===== src/rtl/alu_issue_stage.sv =====
// Issue stage in front of the ALU: decodes an RV32I instruction into ALU control and operands,
// and holds the result in a two-entry skid buffer so in_ready comes straight from a register.
module alu_issue_stage #(
    parameter int XLEN = 32
) (
    input  logic            clk,
    input  logic            rst,
    input  logic            flush,
    input  logic            in_valid,
    output logic            in_ready,
    input  logic [31:0]     instr,
    input  logic [XLEN-1:0] pc,
    input  logic [XLEN-1:0] rs1_data,
    input  logic [XLEN-1:0] rs2_data,
    output logic            out_valid,
    input  logic            out_ready,
    output logic [3:0]      alu_control,
    output logic [XLEN-1:0] src_a,
    output logic [XLEN-1:0] src_b,
    output logic [4:0]      rd,
    output logic            reg_write,
    output logic [2:0]      funct3,
    output logic            is_branch,
    output logic            illegal
);

    localparam logic [3:0] ALU_ADD  = 4'b0000;
    localparam logic [3:0] ALU_SUB  = 4'b0001;
    localparam logic [3:0] ALU_AND  = 4'b0010;
    localparam logic [3:0] ALU_OR   = 4'b0011;
    localparam logic [3:0] ALU_SLT  = 4'b0101;
    localparam logic [3:0] ALU_PASS = 4'b0111;
    localparam logic [3:0] ALU_SRL  = 4'b1000;
    localparam logic [3:0] ALU_SLL  = 4'b1010;
    localparam logic [3:0] ALU_XOR  = 4'b1100;
    localparam logic [3:0] ALU_SLTU = 4'b1101;

    localparam logic [6:0] OPC_OP     = 7'b0110011;
    localparam logic [6:0] OPC_OPIMM  = 7'b0010011;
    localparam logic [6:0] OPC_LUI    = 7'b0110111;
    localparam logic [6:0] OPC_AUIPC  = 7'b0010111;
    localparam logic [6:0] OPC_LOAD   = 7'b0000011;
    localparam logic [6:0] OPC_STORE  = 7'b0100011;
    localparam logic [6:0] OPC_BRANCH = 7'b1100011;

    localparam logic [6:0] F7_ZERO = 7'b0000000;
    localparam logic [6:0] F7_ALT  = 7'b0100000;

    typedef struct packed {
        logic [3:0]      aluCtl;
        logic [XLEN-1:0] srcA;
        logic [XLEN-1:0] srcB;
        logic [4:0]      rd;
        logic            regWrite;
        logic [2:0]      funct3;
        logic            isBranch;
        logic            illegal;
    } entry_t;

    // SUB and SRA are encoded as ADD and SRL with bit 0 set, so funct7=ALT only flips that bit.
    function automatic logic [3:0] baseCtl(input logic [2:0] f);
        case (f)
            3'b000:  baseCtl = ALU_ADD;
            3'b001:  baseCtl = ALU_SLL;
            3'b010:  baseCtl = ALU_SLT;
            3'b011:  baseCtl = ALU_SLTU;
            3'b100:  baseCtl = ALU_XOR;
            3'b101:  baseCtl = ALU_SRL;
            3'b110:  baseCtl = ALU_OR;
            default: baseCtl = ALU_AND;
        endcase
    endfunction

    logic [6:0]  opcode;
    logic [2:0]  f3;
    logic [6:0]  f7;
    logic        isShift;
    logic [31:0] immI;
    logic [31:0] immS;
    logic        ill;
    logic        wr;
    entry_t      dec;

    assign opcode  = instr[6:0];
    assign f3      = instr[14:12];
    assign f7      = instr[31:25];
    assign isShift = (f3[1:0] == 2'b01);
    assign immI    = {{20{instr[31]}}, instr[31:20]};
    assign immS    = {{20{instr[31]}}, instr[31:25], instr[11:7]};

    always_comb begin
        dec        = '0;
        dec.rd     = instr[11:7];
        dec.funct3 = f3;
        dec.aluCtl = ALU_PASS;
        ill        = 1'b0;
        wr         = 1'b0;
        case (opcode)
            OPC_OP: begin
                dec.srcA   = rs1_data;
                dec.srcB   = rs2_data;
                dec.aluCtl = baseCtl(f3);
                wr         = 1'b1;
                if (f7 == F7_ALT && (f3 == 3'b000 || f3 == 3'b101)) dec.aluCtl[0] = 1'b1;
                else if (f7 != F7_ZERO) ill = 1'b1;
                if (isShift) dec.srcB = {27'b0, rs2_data[4:0]};
            end
            OPC_OPIMM: begin
                dec.srcA   = rs1_data;
                dec.srcB   = immI;
                dec.aluCtl = baseCtl(f3);
                wr         = 1'b1;
                if (isShift) begin
                    dec.srcB = {27'b0, instr[24:20]};
                    if (f3 == 3'b101 && f7 == F7_ALT) dec.aluCtl[0] = 1'b1;
                    else if (f7 != F7_ZERO) ill = 1'b1;
                end
            end
            OPC_LUI: begin
                dec.srcB = {instr[31:12], 12'b0};
                wr       = 1'b1;
            end
            OPC_AUIPC: begin
                dec.aluCtl = ALU_ADD;
                dec.srcA   = pc;
                dec.srcB   = {instr[31:12], 12'b0};
                wr         = 1'b1;
            end
            OPC_LOAD: begin
                dec.aluCtl = ALU_ADD;
                dec.srcA   = rs1_data;
                dec.srcB   = immI;
                wr         = 1'b1;
            end
            OPC_STORE: begin
                dec.aluCtl = ALU_ADD;
                dec.srcA   = rs1_data;
                dec.srcB   = immS;
            end
            OPC_BRANCH: begin
                dec.srcA     = rs1_data;
                dec.srcB     = rs2_data;
                dec.isBranch = 1'b1;
                case (f3[2:1])
                    2'b00:   dec.aluCtl = ALU_SUB;
                    2'b10:   dec.aluCtl = ALU_SLT;
                    2'b11:   dec.aluCtl = ALU_SLTU;
                    default: ill = 1'b1;
                endcase
            end
            default: ill = 1'b1;
        endcase
        if (ill) begin
            dec.aluCtl   = ALU_PASS;
            dec.srcA     = '0;
            dec.srcB     = '0;
            dec.isBranch = 1'b0;
            wr           = 1'b0;
        end
        dec.illegal  = ill;
        dec.regWrite = wr && (instr[11:7] != 5'd0);
    end

    logic   mValid_q, mValid_d;
    logic   sValid_q, sValid_d;
    entry_t mData_q, mData_d;
    entry_t sData_q, sData_d;
    logic   accept;
    logic   mFire;

    assign in_ready = !sValid_q;
    assign accept   = in_valid && in_ready;
    assign mFire    = mValid_q && out_ready;

    // M empty or draining: refill from S first, otherwise take the new entry; a stalled M parks it in S.
    always_comb begin
        mValid_d = mValid_q;
        mData_d  = mData_q;
        sValid_d = sValid_q;
        sData_d  = sData_q;
        if (flush) begin
            mValid_d = 1'b0;
            sValid_d = 1'b0;
        end else if (!mValid_q || mFire) begin
            if (sValid_q) begin
                mValid_d = 1'b1;
                mData_d  = sData_q;
                sValid_d = 1'b0;
            end else if (accept) begin
                mValid_d = 1'b1;
                mData_d  = dec;
            end else begin
                mValid_d = 1'b0;
            end
        end else if (accept) begin
            sValid_d = 1'b1;
            sData_d  = dec;
        end
    end

    always_ff @(posedge clk) begin
        if (rst) begin
            mValid_q <= 1'b0;
            sValid_q <= 1'b0;
            mData_q  <= '0;
            sData_q  <= '0;
        end else begin
            mValid_q <= mValid_d;
            sValid_q <= sValid_d;
            mData_q  <= mData_d;
            sData_q  <= sData_d;
        end
    end

    assign out_valid   = mValid_q;
    assign alu_control = mData_q.aluCtl;
    assign src_a       = mData_q.srcA;
    assign src_b       = mData_q.srcB;
    assign rd          = mData_q.rd;
    assign reg_write   = mData_q.regWrite;
    assign funct3      = mData_q.funct3;
    assign is_branch   = mData_q.isBranch;
    assign illegal     = mData_q.illegal;

endmodule

===== config.mk =====
export PLATFORM = sky130hd
export DESIGN_NAME = alu_issue_stage
export DESIGN_NICKNAME = d
export VERILOG_FILES = /design/src/rtl/alu_issue_stage.sv
export SDC_FILE = /design/constraint.sdc
export NUM_CORES = 1
export LEC_CHECK = 0
export ABC_CLOCK_PERIOD_IN_PS = 2800
export CAP_MARGIN = 20
export CORE_UTILIZATION = 25
export CTS_CLUSTER_DIAMETER = 200
export DETAILED_ROUTE_END_ITERATION = 7
export DONT_BUFFER_PORTS = 1
export HOLD_SLACK_MARGIN = 0.06
export SETUP_SLACK_MARGIN = 0.5
export SYNTH_ARGS = -nofsm -noshare
export SYNTH_HDL_FRONTEND = slang
export SYNTH_SLANG_ARGS = --single-unit

===== constraint.sdc =====
create_clock -name clk -period 2.8 [get_ports clk]
set_clock_uncertainty 0.15 [all_clocks]
set_input_delay 0.56 -clock clk [delete_from_list [all_inputs] [get_ports clk]]
set_output_delay 0.56 -clock clk [all_outputs]
set_load 0.05 [all_outputs]

==> Word level (Yosys, flattened, before mapping) <==
Index checks and enable logic that the tools add are counted.
{ "classes": {"eq_ne": 17, "muxes": 24, "reduce_logical": 23, "bitwise": 2} }
{ "op_table": {"columns": ["operator", "count"], "rows": [
  ["32-bit one-hot mux with 6 select lines", 1],
  ["36-bit one-hot mux with 5 select lines", 1],
  ["79-bit 2-to-1 mux", 2],
  ["68-bit 2-to-1 mux", 1],
  ["32-bit 2-to-1 mux", 2],
  ["7-bit by 6-bit equality test with 1-bit output, second input constant", 4],
  ["4-bit one-hot mux with 7 select lines", 1],
  ["7-bit by 5-bit equality test with 1-bit output, second input constant", 2],
  ["1-bit 2-to-1 mux", 14],
  ["4-bit one-hot mux with 3 select lines", 1],
  ["3-bit equality test, second input constant", 3],
  ["7-bit by 2-bit equality test with 1-bit output, second input constant", 1],
  ["7-bit equality test, second input constant", 1],
  ["7-bit nonzero test", 1],
  ["3-bit by 2-bit equality test with 1-bit output, second input constant", 2],
  ["3-bit AND reduction", 2],
  ["2-bit OR reduction", 3],
  ["3-bit OR reduction", 2],
  ["1-bit logical AND", 5],
  ["5-bit nonzero test", 1],
  ["5-bit OR reduction", 1],
  ["2-bit equality test, second input constant", 2],
  ["1-bit one-hot mux with 4 select lines", 1],
  ["4-bit OR reduction", 1],
  ["8 further kinds", 11]
]} }
{ "totals": {"output_inout_bits": 81, "elab_cells": 84, "input_bits": 133, "ff_bits": 160} }

==> Longest topological paths before layout <==
Gate-level depths: netlist of run 1.
{ "logic_depth": {"word_depth": 9, "ltp_mapped": 10, "ltp_nobuf": 5} }

==> Least setup slack after synthesis of run 1 <==
Ideal clock, no wire load.
{ "synth_timing": {"path_type": "register to register", "startpoint": "register mValid_q (netlist: out_valid)", "endpoint": "register sData_q[25] (netlist name)", "arrival_time_ns": 2.239, "path_buffers": 3, "setup_time_ns": 0.067, "period_less_slack_ns": 2.457, "path_slack_ns": 0.343, "required_time_ns": 2.583, "stages_incl_launch_ff": 9, "cell_sequence": "dfxtp_1 nor2b_1 and3_1 clkbuf_1 nand2_1 or4_4 buf_6 buf_12 o21ai_2"} }
{ "synth_between": {"elab_chain_len": 4, "word_cells_on_any_way": 5, "classes_between": "1 x bitwise; 4 x reduce/logical"} }
{ "synth_rtl": {"columns": ["item", "line_no", "source"], "rows": [
  ["start, declared", "164", "logic mValid_q, mValid_d;"],
  ["start signal, assigned", "208", "mValid_q <= mValid_d;"],
  ["1-bit logical NOT / 1-bit logical AND (equally long branches)", "184, 173", null],
  ["1-bit logical OR *", "184", "end else if (!mValid_q || mFire) begin"],
  ["1-bit NOT (no line) *", null, null],
  ["3-bit AND reduction (no line) *", null, null],
  ["end signal, assigned", "211", "sData_q <= sData_d;"],
  ["end, declared", "167", "entry_t sData_q, sData_d;"]
]} }
Every way passes the cells marked *; elsewhere a longest branch is shown, timed or not.
A chain may end at the register's enable or synchronous reset.

==> Worst setup path in the final report of run 1 <==
{ "layout_timing": {"startpoint": "register mValid_q (netlist: out_valid)", "endpoint": "register mData_q, in the netlist src_a[20]"} }
{ "layout_between": {"elab_chain_len": 3, "word_cells_on_any_way": 4, "classes_between": "4 x reduce/logical"} }
{ "layout_rtl": {"columns": ["item", "line_no", "source"], "rows": [
  ["1-bit logical NOT / 1-bit logical AND (equally long branches)", "184, 173", null],
  ["1-bit logical OR *", "184", null],
  ["3-bit AND reduction (no line) *", null, null],
  ["end signal, assigned", "210", "mData_q <= mData_d;"],
  ["end, declared", "166", "entry_t mData_q, mData_d;"]
]} }
Marks and branches as above.

==> run_results.csv, run 1 <==
group,metric,value,unit
outcome,status,"complete, no violations",
route,wire_per_inst,21.48,um
floorplanning,die_y,172.0,um
clock_tree,numCtsBuffers,17,
global_route,grt_start_max_net_pins,75,
floorplanning,coreArea,28090,um^2
floorplanning,start_util,25.74,%
final_layout,nNetsFinal,940,
global_route,grt_pass1_vias,6162,
clock_tree,cts_max_path_buffers,2,
floorplanning,row_count,61,
route,drt_iter0_markers,440,
route,drc_errors,0,
sta,rsz0062_at_grt,"true",
logic_synthesis,synth_seq_cells,160,
floorplanning,pin_count,214,
clock_tree,tritoncts,"built",
setup_path,required,3.00,ns
logic_synthesis,muxShareOfSynthArea,1.800,%
route,ant_nets,0,
route,vias,6606,
logic_synthesis,synth-compound-area-share,31.00,%
clock_tree,clock_sinks,160,
logic_synthesis,synth_fa_ha_area_share,0,%
sta,fin_crit,2.233,ns
setup_path,worstSetupStartpointType,"flip-flop",
sta,relSlewSlack,49.78,%
global_route,antenna_found_initial,1,
logic_synthesis,synthSimpleGateAreaFrac,17.08,%
pwr,finalPower,4.862,mW
floorplanning,die_w,172.0,um
logic_synthesis,synth_top_family_by_area,"compound AO/OA/AOI/OAI gates",
sta,finalMaxSlewViolations,0,
setup_path,cp.arrival,2.44,ns
sta,finalSetupTns,0,ns
placed_design,place_congestion,0.8321,
clock_tree,htree_levels,4,
placed_design,dp_hpwl,15970,um
logic_synthesis,synth_cells,830,
logic_synthesis,synth_xor_area_share,0.1212,%
pwr,vdd_drop_max,0.3697,mV
route,drt-total-wl,25760,um
setup_path,endpoint_kind,"flip-flop",
clock_tree,cts.clk_slew.worst_paths,0.07,ns
logic_synthesis,synth_flop_cell,"dfxtp_1",
sta,fmax,447.8,MHz
logic_synthesis,syn_nets,963,
pwr,power.density,581.0,nW/um^2
global_route,grt_usage,16.62,%
logic_synthesis,synth_warnings,0,
logic_synthesis,synthDistinctLibCells,63,
final_layout,area_growth,15.77,%
logic_synthesis,syn_avg_cell_area,8.709,um^2
clock_tree,root_buffer,"clkbuf_16",
logic_synthesis,synth_seq_area_share,44.31,%
min_path,hold_class,"input pin to flip-flop",
placed_design,portBuffers,0,
logic_synthesis,synthArstFlopShare,0,%
final_layout,drive_gt1_share,11.95,%
clock_tree,insertion_delay,0.43,ns
setup_path,crit_type,"flip-flop to flip-flop",
route,viasPerCell,5.510,
job,maxCapViolCount,0,
sta,worst_slew_pin_slew,0.7525,ns
setup_path,critPathMaxFanout,15,
global_route,grt_pass1_wl,36910,um
floorplanning,dieArea,29600,um^2
sta,timing.final.crit_share,79.75,%
logic_synthesis,synth_edf_count,0,
setup_path,reg2reg_slack,0.57,ns
route,firstDrtPassIters,4,
sta,finalSetupViolations,0,
logic_synthesis,synth_area,7228,um^2
pwr,leakage,2.955,nW
global_route,gr-total-overflow,0,
sta,hold_viol,0,
[path summary, 6_finish.rpt]
kind              cells past startpoint                     start                        to
setup / recovery                      7    out_valid$_SDFFE_PP0P_    src_a[20]$_SDFFE_PP0P_
hold / removal                        1                       rst     src_a[2]$_SDFFE_PP0P_
setup reg to reg                      7    out_valid$_SDFFE_PP0P_    src_a[20]$_SDFFE_PP0P_
hold reg to reg                       2  sData_q[62]$_SDFFE_PP0P_  sData_q[62]$_SDFFE_PP0P_
[final cells by class]
| cell class | count | area, um^2 |
|---|---|---|
| Tap cell | 378 | 473.0 |
| Clock buffer | 17 | 425.4 |
| Inverter | 11 | 41.29 |
| Sequential cell | 160 | 3206 |
| Antenna cell | 1 | 2.502 |
| Fill cell | 3046 | 19720 |
| Timing Repair Buffer | 41 | 417.9 |
| Clock inverter | 15 | 126.4 |
| Multi-Input combinational cell | 576 | 3676 |
[metal layers]
layer | routed length, um | part of all wire [%] | up-vias | global-route usage [%]
li1 | - | - | 3089 | -
met1 | 10770 | 42 | 3198 | 20.75
met2 | 11740 | 46 | 279 | 25.51
met3 | 2600 | 10 | 40 | 6.271
met4 | 645 | 2.5 | 0 | 6.887
met5 | 0 | 0 | - | 0
[through the flow]
stage                     hold slack (ns)  setup WS (ns)  cells  cell area [um^2]  util (%)
after detailed placement           0.2842       0.006566   1153              7639     27.20
after floorplan                    0.2668         0.4177    830              7254         -
after global routing              0.06003         0.4898   1198              8366     29.78
after global placement             0.2766        0.03934   1153              7639     27.20
after CTS                         0.06004         0.5014   1192              8278     29.47
final                             0.08465         0.5670   1199              8368     29.79
[layout by cell type (no fill, tap or decap), drive strengths merged, types with 3 or more instances in the layout]
cell         synthesis  routed
nor3                 5       5
nor2                23      24
a221o               11      11
a211oi              12      12
nand2               80      80
inv                 10      19
o22ai               31      31
clkinv               1       6
o21ai               64      64
a22oi               39      39
and2                 3       3
a211o                3       3
o32ai               15      15
nor4                 9       9
a31oi                3       3
a22o                19      19
clkbuf              65      18
nor2b                5       5
nand4                5       5
dlygate4sd3          0       7
mux2i               13      13
o31ai                3       3
a21o                 5       5
a21oi               86      86
and3                68      68
o211ai               3       3
o2bb2ai             19      19
dfxtp              160     160
buf                 19      33
a221oi              10      10
nand3               15      15
nand2b               3       3
[registers in the layout, indices dropped and copies added, names as in the netlist]
| name | cells |
|---|---|
| out_valid | 1 |
| illegal | 1 |
| is_branch | 1 |
| funct3 | 3 |
| sData_q | 79 |
| src_a | 32 |
| reg_write | 1 |
| sValid_q | 1 |
| alu_control | 4 |
| rd | 5 |
| src_b | 32 |
[critical path: stages (launching register included)]
cell	delay, ns
dfxtp_2	0.32
nor2b_1	0.18
or3_2	0.51
a2111oi_2	0.31
nand4_1	0.13
buf_4	0.22
clkbuf_16	0.19
o22ai_1	0.16
[synth_stat cells (3+ instances only)]
| master | count | area, um^2 |
|---|---|---|
| o32ai_1 | 15 | 131.4 |
| o211ai_1 | 3 | 22.52 |
| and2_1 | 3 | 18.77 |
| nor2b_1 | 5 | 31.28 |
| nand2b_1 | 3 | 18.77 |
| dfxtp_1 | 160 | 3203 |
| and3_1 | 68 | 425.4 |
| clkbuf_1 | 64 | 240.2 |
| a221o_1 | 10 | 100.1 |
| inv_1 | 10 | 37.54 |
| nor3_1 | 4 | 20.02 |
| nor2_1 | 23 | 86.33 |
| o31ai_1 | 3 | 22.52 |
| buf_4 | 3 | 22.52 |
| nor4_1 | 6 | 37.54 |
| a21oi_1 | 86 | 430.4 |
| buf_2 | 12 | 60.06 |
| a31oi_1 | 3 | 18.77 |
| nor4_4 | 3 | 63.81 |
| o21ai_2 | 10 | 87.58 |
| mux2i_1 | 13 | 130.1 |
| o21ai_0 | 53 | 265.3 |
| a22oi_1 | 39 | 292.8 |
| o22ai_1 | 31 | 193.9 |
| nand3_1 | 14 | 70.07 |
| a22o_1 | 19 | 166.4 |
| o2bb2ai_1 | 19 | 166.4 |
| a221oi_1 | 10 | 87.58 |
| nand4_1 | 5 | 31.28 |
| nand2_1 | 80 | 300.3 |
| a21o_1 | 5 | 37.54 |
| a211oi_1 | 11 | 82.58 |
| a211o_1 | 3 | 26.28 |
[what timing repair did]
action / 4_1_cts / 5_1_grt
gates resized for setup: 0 / 6
endpoints found under the setup margin: 18 / 71
hold buffers: 5 / 3
pin swaps: 1 / 2
endpoints found under the hold margin: 30 / 2
buffers inserted: 2 / 1
cloned: 0 / 2
[logic make-up after synthesis]
| family | after synthesis |
|---|---|
| AND/OR/NAND/NOR | 229 |
| XOR/XNOR | 1 |
| multiplexers | 13 |
| AO/OA/AOI/OAI | 332 |
| flip-flops | 160 |
| buffers and inverters | 95 |
[power breakdown]
group	internal [mW]	total (mW)	switching [mW]	leakage (nW)
Clock	1.17	2.25	1.08	0.275
Combinational	0.0849	0.257	0.172	1.39
Sequential	2.29	2.35	0.0632	1.29
Total	3.54	4.86	1.32	2.96
(Power assumes the default switching activity.)
==> run 2, diff against run 1 <==
Settings changed: ABC_CLOCK_PERIOD_IN_PS 2800 to 2020.
Clock period 2.8 ns to 2.02 ns, I/O delays scaled along.
==> run 2 against run 1 <==
  * The flow now finishes with violations (negative hold slack)
  * Combinational power rose to 2.6 times the previous value
  * Flip-flop and latch count unchanged
  * Core utilization rose by 10 points
  * Maximum frequency rose by 14%
  * Register-to-register slack worse by 0.51 ns
  * Clock power increased by 46%
  * Non-clock buffer count rose by 122
  * First-iteration DRC count rose by 20%
==> run_results.csv, run 2 (synthesized netlist as in run 1, its figures left out) <==
group,metric,value,unit
final_layout,largest_reg_flops,79,
floorplanning,die_w,172.0,um
sta,finalMaxSlewViolations,0,
setup_path,critPathMaxFanout,5,
final_layout,layout_common_cells,"dfxtp_1, nand2_1, a21oi_1",
final_layout,final_common_cell,"dfxtp_1",
outcome,status,"finished with violations",
global_route,antenna_found_initial,0,
setup_path,crit_path_end,"reg_write$_SDFFE_PP0P_",
placed_design,portBuffers,0,
pwr,finalPower,7.203,mW
clock_tree,clock_sinks,160,
clock_tree,htree_levels,4,
clock_tree,cts_hold_buf,40,
sta,timing.final.crit_share,97.01,%
placed_design,dp_hpwl,16690,um
setup_path,endpoint_kind,"flip-flop",
sta,worst_slew_pin_slew,0.5957,ns
route,vias,7374,
sta,fmax,510.3,MHz
clock_tree,tritoncts,"built",
final_layout,nNetsFinal,1063,
clock_tree,insertion_delay,0.42,ns
setup_path,reg2reg_slack,0.06,ns
sta,rsz0062_at_grt,"true",
sta,finalSetupTns,0,ns
setup_path,path_common_cell,"buf_6",
sta,hold_ws,-0.1046,ns
clock_tree,cts_max_path_buffers,2,
setup_path,reg2reg_to,"reg_write$_SDFFE_PP0P_",
final_layout,top_register,"sData_q",
floorplanning,row_count,61,
sta,finalSetupViolations,0,
clock_tree,root_buffer,"clkbuf_16",
setup_path,slowest_delay,0.34,ns
setup_path,worstSetupStartpointType,"flip-flop",
global_route,gr-total-overflow,0,
sta,hold_viol,69,
pwr,leakage,4.046,nW
global_route,grt_pass1_vias,7025,
final_layout,num_antenna_cells,0,
outcome,failed_checks,"negative hold slack",
setup_path,r2r_start,"out_valid$_SDFFE_PP0P_",
global_route,grt_pass1_wl,41540,um
route,viasPerCell,5.582,
sta,relSlewSlack,59.87,%
job,maxCapViolCount,0,
route,ant_nets,0,
floorplanning,start_util,25.74,%
setup_path,crit_type,"flip-flop to flip-flop",
setup_path,rr_worst_depth,9,
setup_path,worstSetupStartpoint,"out_valid$_SDFFE_PP0P_",
route,drt-total-wl,29490,um
final_layout,drive_gt1_share,41.57,%
final_layout,area_growth,55.88,%
floorplanning,pin_count,214,
pwr,vdd_drop_max,0.5091,mV
floorplanning,coreArea,28090,um^2
setup_path,required,2.21,ns
min_path,hold_class,"input pin to flip-flop",
clock_tree,cts.clk_slew.worst_paths,0.07,ns
setup_path,crit_chain,"nor2b_4 > buf_4 > nor3_4 > buf_6 > nand3_4 > nor4_4 > buf_6 > clkbuf_16 > o2bb2ai_1",
setup_path,cp_slowest_cell,"dfxtp_4",
global_route,grt_start_max_net_pins,91,
sta,fin_crit,1.960,ns
route,wire_per_inst,22.32,um
setup_path,cp.arrival,2.15,ns
global_route,grt_usage,18.62,%
clock_tree,numCtsBuffers,17,
route,drt_iter0_markers,528,
route,firstDrtPassIters,5,
floorplanning,die_y,172.0,um
floorplanning,dieArea,29600,um^2
placed_design,place_congestion,0.7995,
pwr,power.density,639.3,nW/um^2
route,drc_errors,0,
-- run 2: cell types whose count changed in the layout (fill, tap and decap cells not counted), sizes merged --
cell,before,now
nor2,24,23
inv,19,14
clkinvlp,1,0
or4,2,4
bufbuf,0,3
buf,33,113
diode,1,0
bufinv,0,2
dlygate4sd3,7,40
clkbuf,18,28
-- run 2: worst min path at each step --
stage | startpoint | to | slack, ns | cells past startpoint
CTS | rst | rd[3]$_SDFFE_PP0P_ | -0.11 | 1
global placement | sData_q[19]$_SDFFE_PP0P_ | sData_q[19]$_SDFFE_PP0P_ | 0.28 | 2
detailed placement | sData_q[39]$_SDFFE_PP0P_ | sData_q[39]$_SDFFE_PP0P_ | 0.28 | 2
finish | rst | src_b[4]$_SDFFE_PP0P_ | -0.10 | 1
global route | rst | src_b[4]$_SDFFE_PP0P_ | -0.12 | 1
floorplan | sData_q[5]$_SDFFE_PP0P_ | sData_q[5]$_SDFFE_PP0P_ | 0.27 | 2
-- run 2: through the flow --
stage	instances	worst slack [ns]	hold WS, ns	utilization, %	instance area [um^2]
2_1_floorplan	830	-0.2058	0.2668	-	7667
3_3_place_gp	1189	-0.5334	0.2769	29.61	8317
3_5_place_dp	1189	-0.6061	0.2843	29.61	8317
4_1_cts	1301	0.1155	-0.1056	36.87	10360
5_1_grt	1321	0.01681	-0.1230	40.11	11270
6_report	1321	0.06031	-0.1046	40.11	11270
-- run 2: cell type report --
cell class                 instances  area [um^2]
sequential                       160         3351
multi-input combinational        577         4612
timing repair buffer             163         2190
tap                              378        473.0
fill                            2718        16820
inverter                          11        53.80
clock inverter                    11        127.6
clock buffer                      21        460.4
-- run 2: metal layers --
metal  up-vias  track usage, %  wire (um)
met5         -               0          0
met4         0           6.426        548
li1       3353               -          -
met3        40           5.127       2339
met2       340           29.98      14010
met1      3641           23.77      12590
-- run 2: critical path: cells and delay by family, from the launching register on --
| family | cells | cell delay [ns] |
|---|---|---|
| simple gates | 4 | 0.65 |
| flops | 1 | 0.34 |
| compound gates | 1 | 0.10 |
| buf+inv | 4 | 0.65 |
-- run 2: repair_timing --
action | 4_1_cts | 5_1_grt
gates resized for setup | 103 | 187
setup endpoints to repair | 231 | 239
hold endpoints to repair | 113 | 86
gates cloned | 14 | 8
pin swaps | 41 | 25
setup buffers | 26 | 12
-- run 2: power breakdown --
| part | switching, mW | internal (mW) |
|---|---|---|
| Sequential | 0.0938 | 3.16 |
| Combinational | 0.327 | 0.329 |
| Clock | 1.39 | 1.90 |
==> run 3, diff against run 2 <==
Settings changed: CORE_ASPECT_RATIO set to 1.2.
==> run 3 against run 2 <==
  * The flow still finishes with violations (negative hold slack)
  * Wire length is 3.8% higher
  * Clock-buffer cell count is 3 lower
  * Sequential power hardly changed
  * Die area hardly changed
  * Flip-flop and latch count stayed put
  * Largest cell class unchanged
==> run_results.csv, run 3 (synthesized netlist as in run 1, its figures left out) <==
group,metric,value,unit
setup_path,crit_chain,"nor2b_4 > or3_4 > a2111oi_4 > nand4_1 > buf_6 > buf_16 > o22ai_1",
final_layout,register_area,3390,um^2
sta,worst_slew_pin_slew,0.5725,ns
global_route,grt_start_max_net_pins,91,
pwr,leakage,4.261,nW
sta,fmax,525.2,MHz
floorplanning,die_y,188.3,um
final_layout,layout_common_cells,"dfxtp_1, and3_1, a21oi_1",
sta,relSlewSlack,61.78,%
global_route,gr-total-overflow,0,
setup_path,r2r_start,"out_valid$_SDFFE_PP0P_",
clock_tree,cts_max_path_buffers,2,
pwr,switching_share,26.78,%
setup_path,endpoint_kind,"flip-flop",
floorplanning,pin_count,214,
setup_path,critPathMaxFanout,15,
route,drc_errors,0,
placed_design,place_congestion,0.8275,
min_path,whs_path_depth,1,
setup_path,crit_type,"flip-flop to flip-flop",
final_layout,top_register,"sData_q",
clock_tree,clock_sinks,160,
floorplanning,die_w,157.2,um
sta,finalMaxSlewViolations,0,
final_layout,nNetsFinal,1085,
route,drt_iter0_markers,445,
global_route,grt_pass1_wl,42030,um
route,ant_nets,0,
sta,rsz0062_at_grt,"true",
pwr,power_frac_comb,9.8,%
min_path,worstHoldEndpoint,"src_b[5]$_SDFFE_PP0P_",
global_route,grt_usage,18.88,%
floorplanning,coreArea,28170,um^2
clock_tree,tritoncts,"built",
clock_tree,root_buffer,"clkbuf_16",
pwr,power.density,606.7,nW/um^2
setup_path,cp.arrival,2.11,ns
setup_path,cp_slowest_cell,"or3_4",
sta,fin_crit,1.904,ns
job,maxCapViolCount,0,
setup_path,worstSetupStartpointType,"flip-flop",
placed_design,portBuffers,0,
setup_path,slowest_delay,0.36,ns
setup_path,rr_worst_depth,7,
route,firstDrtPassIters,5,
placed_design,dp_cells,1192,
pwr,p_clk_share,43.9,%
final_layout,largest_reg_flops,79,
pwr,finalPower,6.969,mW
final_layout,area_growth,58.92,%
pwr,seq_power_share,46.3,%
route,viasPerCell,5.558,
final_layout,final_common_cell,"dfxtp_1",
clock_tree,cts.clk_slew.worst_paths,0.07,ns
pwr,cell_internal_pwr,5.103,mW
floorplanning,row_count,67,
floorplanning,dieArea,29600,um^2
min_path,hold_class,"input pin to flip-flop",
setup_path,required,2.22,ns
pwr,p_switching,1.866,mW
route,wire_per_inst,22.76,um
clock_tree,htree_levels,4,
outcome,failed_checks,"negative hold slack",
final_layout,fin_cells,1345,
sta,hold_viol,46,
floorplanning,start_util,25.66,%
min_path,min_from,"rst",
setup_path,reg2reg_slack,0.12,ns
sta,hold_ws,-0.08711,ns
route,drt-total-wl,30610,um
global_route,grt_pass1_vias,7075,
sta,timing.final.crit_share,94.26,%
sta,finalSetupViolations,0,
outcome,status,"finished with violations",
global_route,antenna_found_initial,1,
clock_tree,numCtsBuffers,17,
final_layout,multiInputGateArea,4730,um^2
final_layout,drive_gt1_share,44.25,%
placed_design,dp_hpwl,16960,um
clock_tree,insertion_delay,0.43,ns
route,vias,7475,
setup_path,reg2reg_to,"src_a[7]$_SDFFE_PP0P_",
final_layout,n_fill_cell,2629,
pwr,vdd_drop_max,0.4454,mV
run 3: cell types whose count changed in the layout (fill, tap and decap cells not counted), moves of 7 or more:
cell,change
a211oi_1,+7
a211oi_2,-7
a21oi_1,-7
a21oi_2,+11
buf_4,+8
dfxtp_1,+7
dfxtp_2,-26
dfxtp_4,+19
dlygate4sd3_1,+17
nand2_1,-41
nand2_2,+22
nand2_4,+19
nor2_1,+7
nor2_4,-8
run 3: power groups by stage:
stage	clock network [mW]	registers, mW	logic (mW)
4_1_cts	3.13	3.26	0.603
3_5_place_dp	0	3.34	0.372
5_1_grt	3.25	3.23	0.718
2_1_floorplan	0	3.33	0.299
6_report	3.06	3.23	0.683
3_3_place_gp	0	3.34	0.371
run 3: stage by stage:
| stage | util, % | instance area, um^2 | TNS [ns] | setup WS, ns |
|---|---|---|---|---|
| floorplan | - | 7667 | -5.656 | -0.2058 |
| global placement | 29.36 | 8270 | -20.03 | -0.5279 |
| detailed placement | 29.36 | 8270 | -21.75 | -0.5275 |
| CTS | 36.55 | 10290 | 0 | 0.1355 |
| global route | 40.78 | 11490 | 0 | 0.07112 |
| finish | 40.78 | 11490 | 0 | 0.1160 |
run 3: cell type report:
cell class	count	area share, %
multi-input combinational	577	41.17
sequential	160	29.51
timing repair buffer	185	19.95
tap	379	4.128
clock buffer	18	3.823
clock inverter	14	0.9258
inverter	11	0.4684
antenna	1	0.02178
run 3: repair_timing:
action,4_1_cts,5_1_grt
cloned,14,6
hold buffers,55,2
resized for setup,83,271
setup endpoints to repair,229,239
buffers inserted,29,14
pin swaps,39,65
endpoints found under the hold margin,121,88
run 3: worst max-delay path by stage:
stage	from	endpoint	slack, ns	cells past startpoint
floorplan	instr[27]	sData_q[1]$_SDFFE_PP0P_	-0.21	8
global placement	instr[27]	sData_q[74]$_SDFFE_PP0P_	-0.53	6
detailed placement	instr[27]	sData_q[74]$_SDFFE_PP0P_	-0.53	6
CTS	sValid_q$_SDFFE_PP0P_	src_a[28]$_SDFFE_PP0P_	0.14	7
global route	sValid_q$_SDFFE_PP0P_	src_b[20]$_SDFFE_PP0P_	0.07	9
finish	out_valid$_SDFFE_PP0P_	src_a[7]$_SDFFE_PP0P_	0.12	7
run 3: critical path: cells and delay by family, from the launching register on:
kind / cells / cell delay (ns)
DFF: 1 / 0.34
AOI/OAI and AO/OA: 2 / 0.36
and+or+nand+nor: 3 / 0.64
buffers and inverters: 2 / 0.34
run 3: routing by layer:
metal	up-vias	GRT usage [%]	part of all wire, %
met5	-	0	0
met4	0	10.23	4.9
met3	82	6.831	8.6
met2	348	31.99	49
met1	3642	20.25	37
li1	3403	-	-
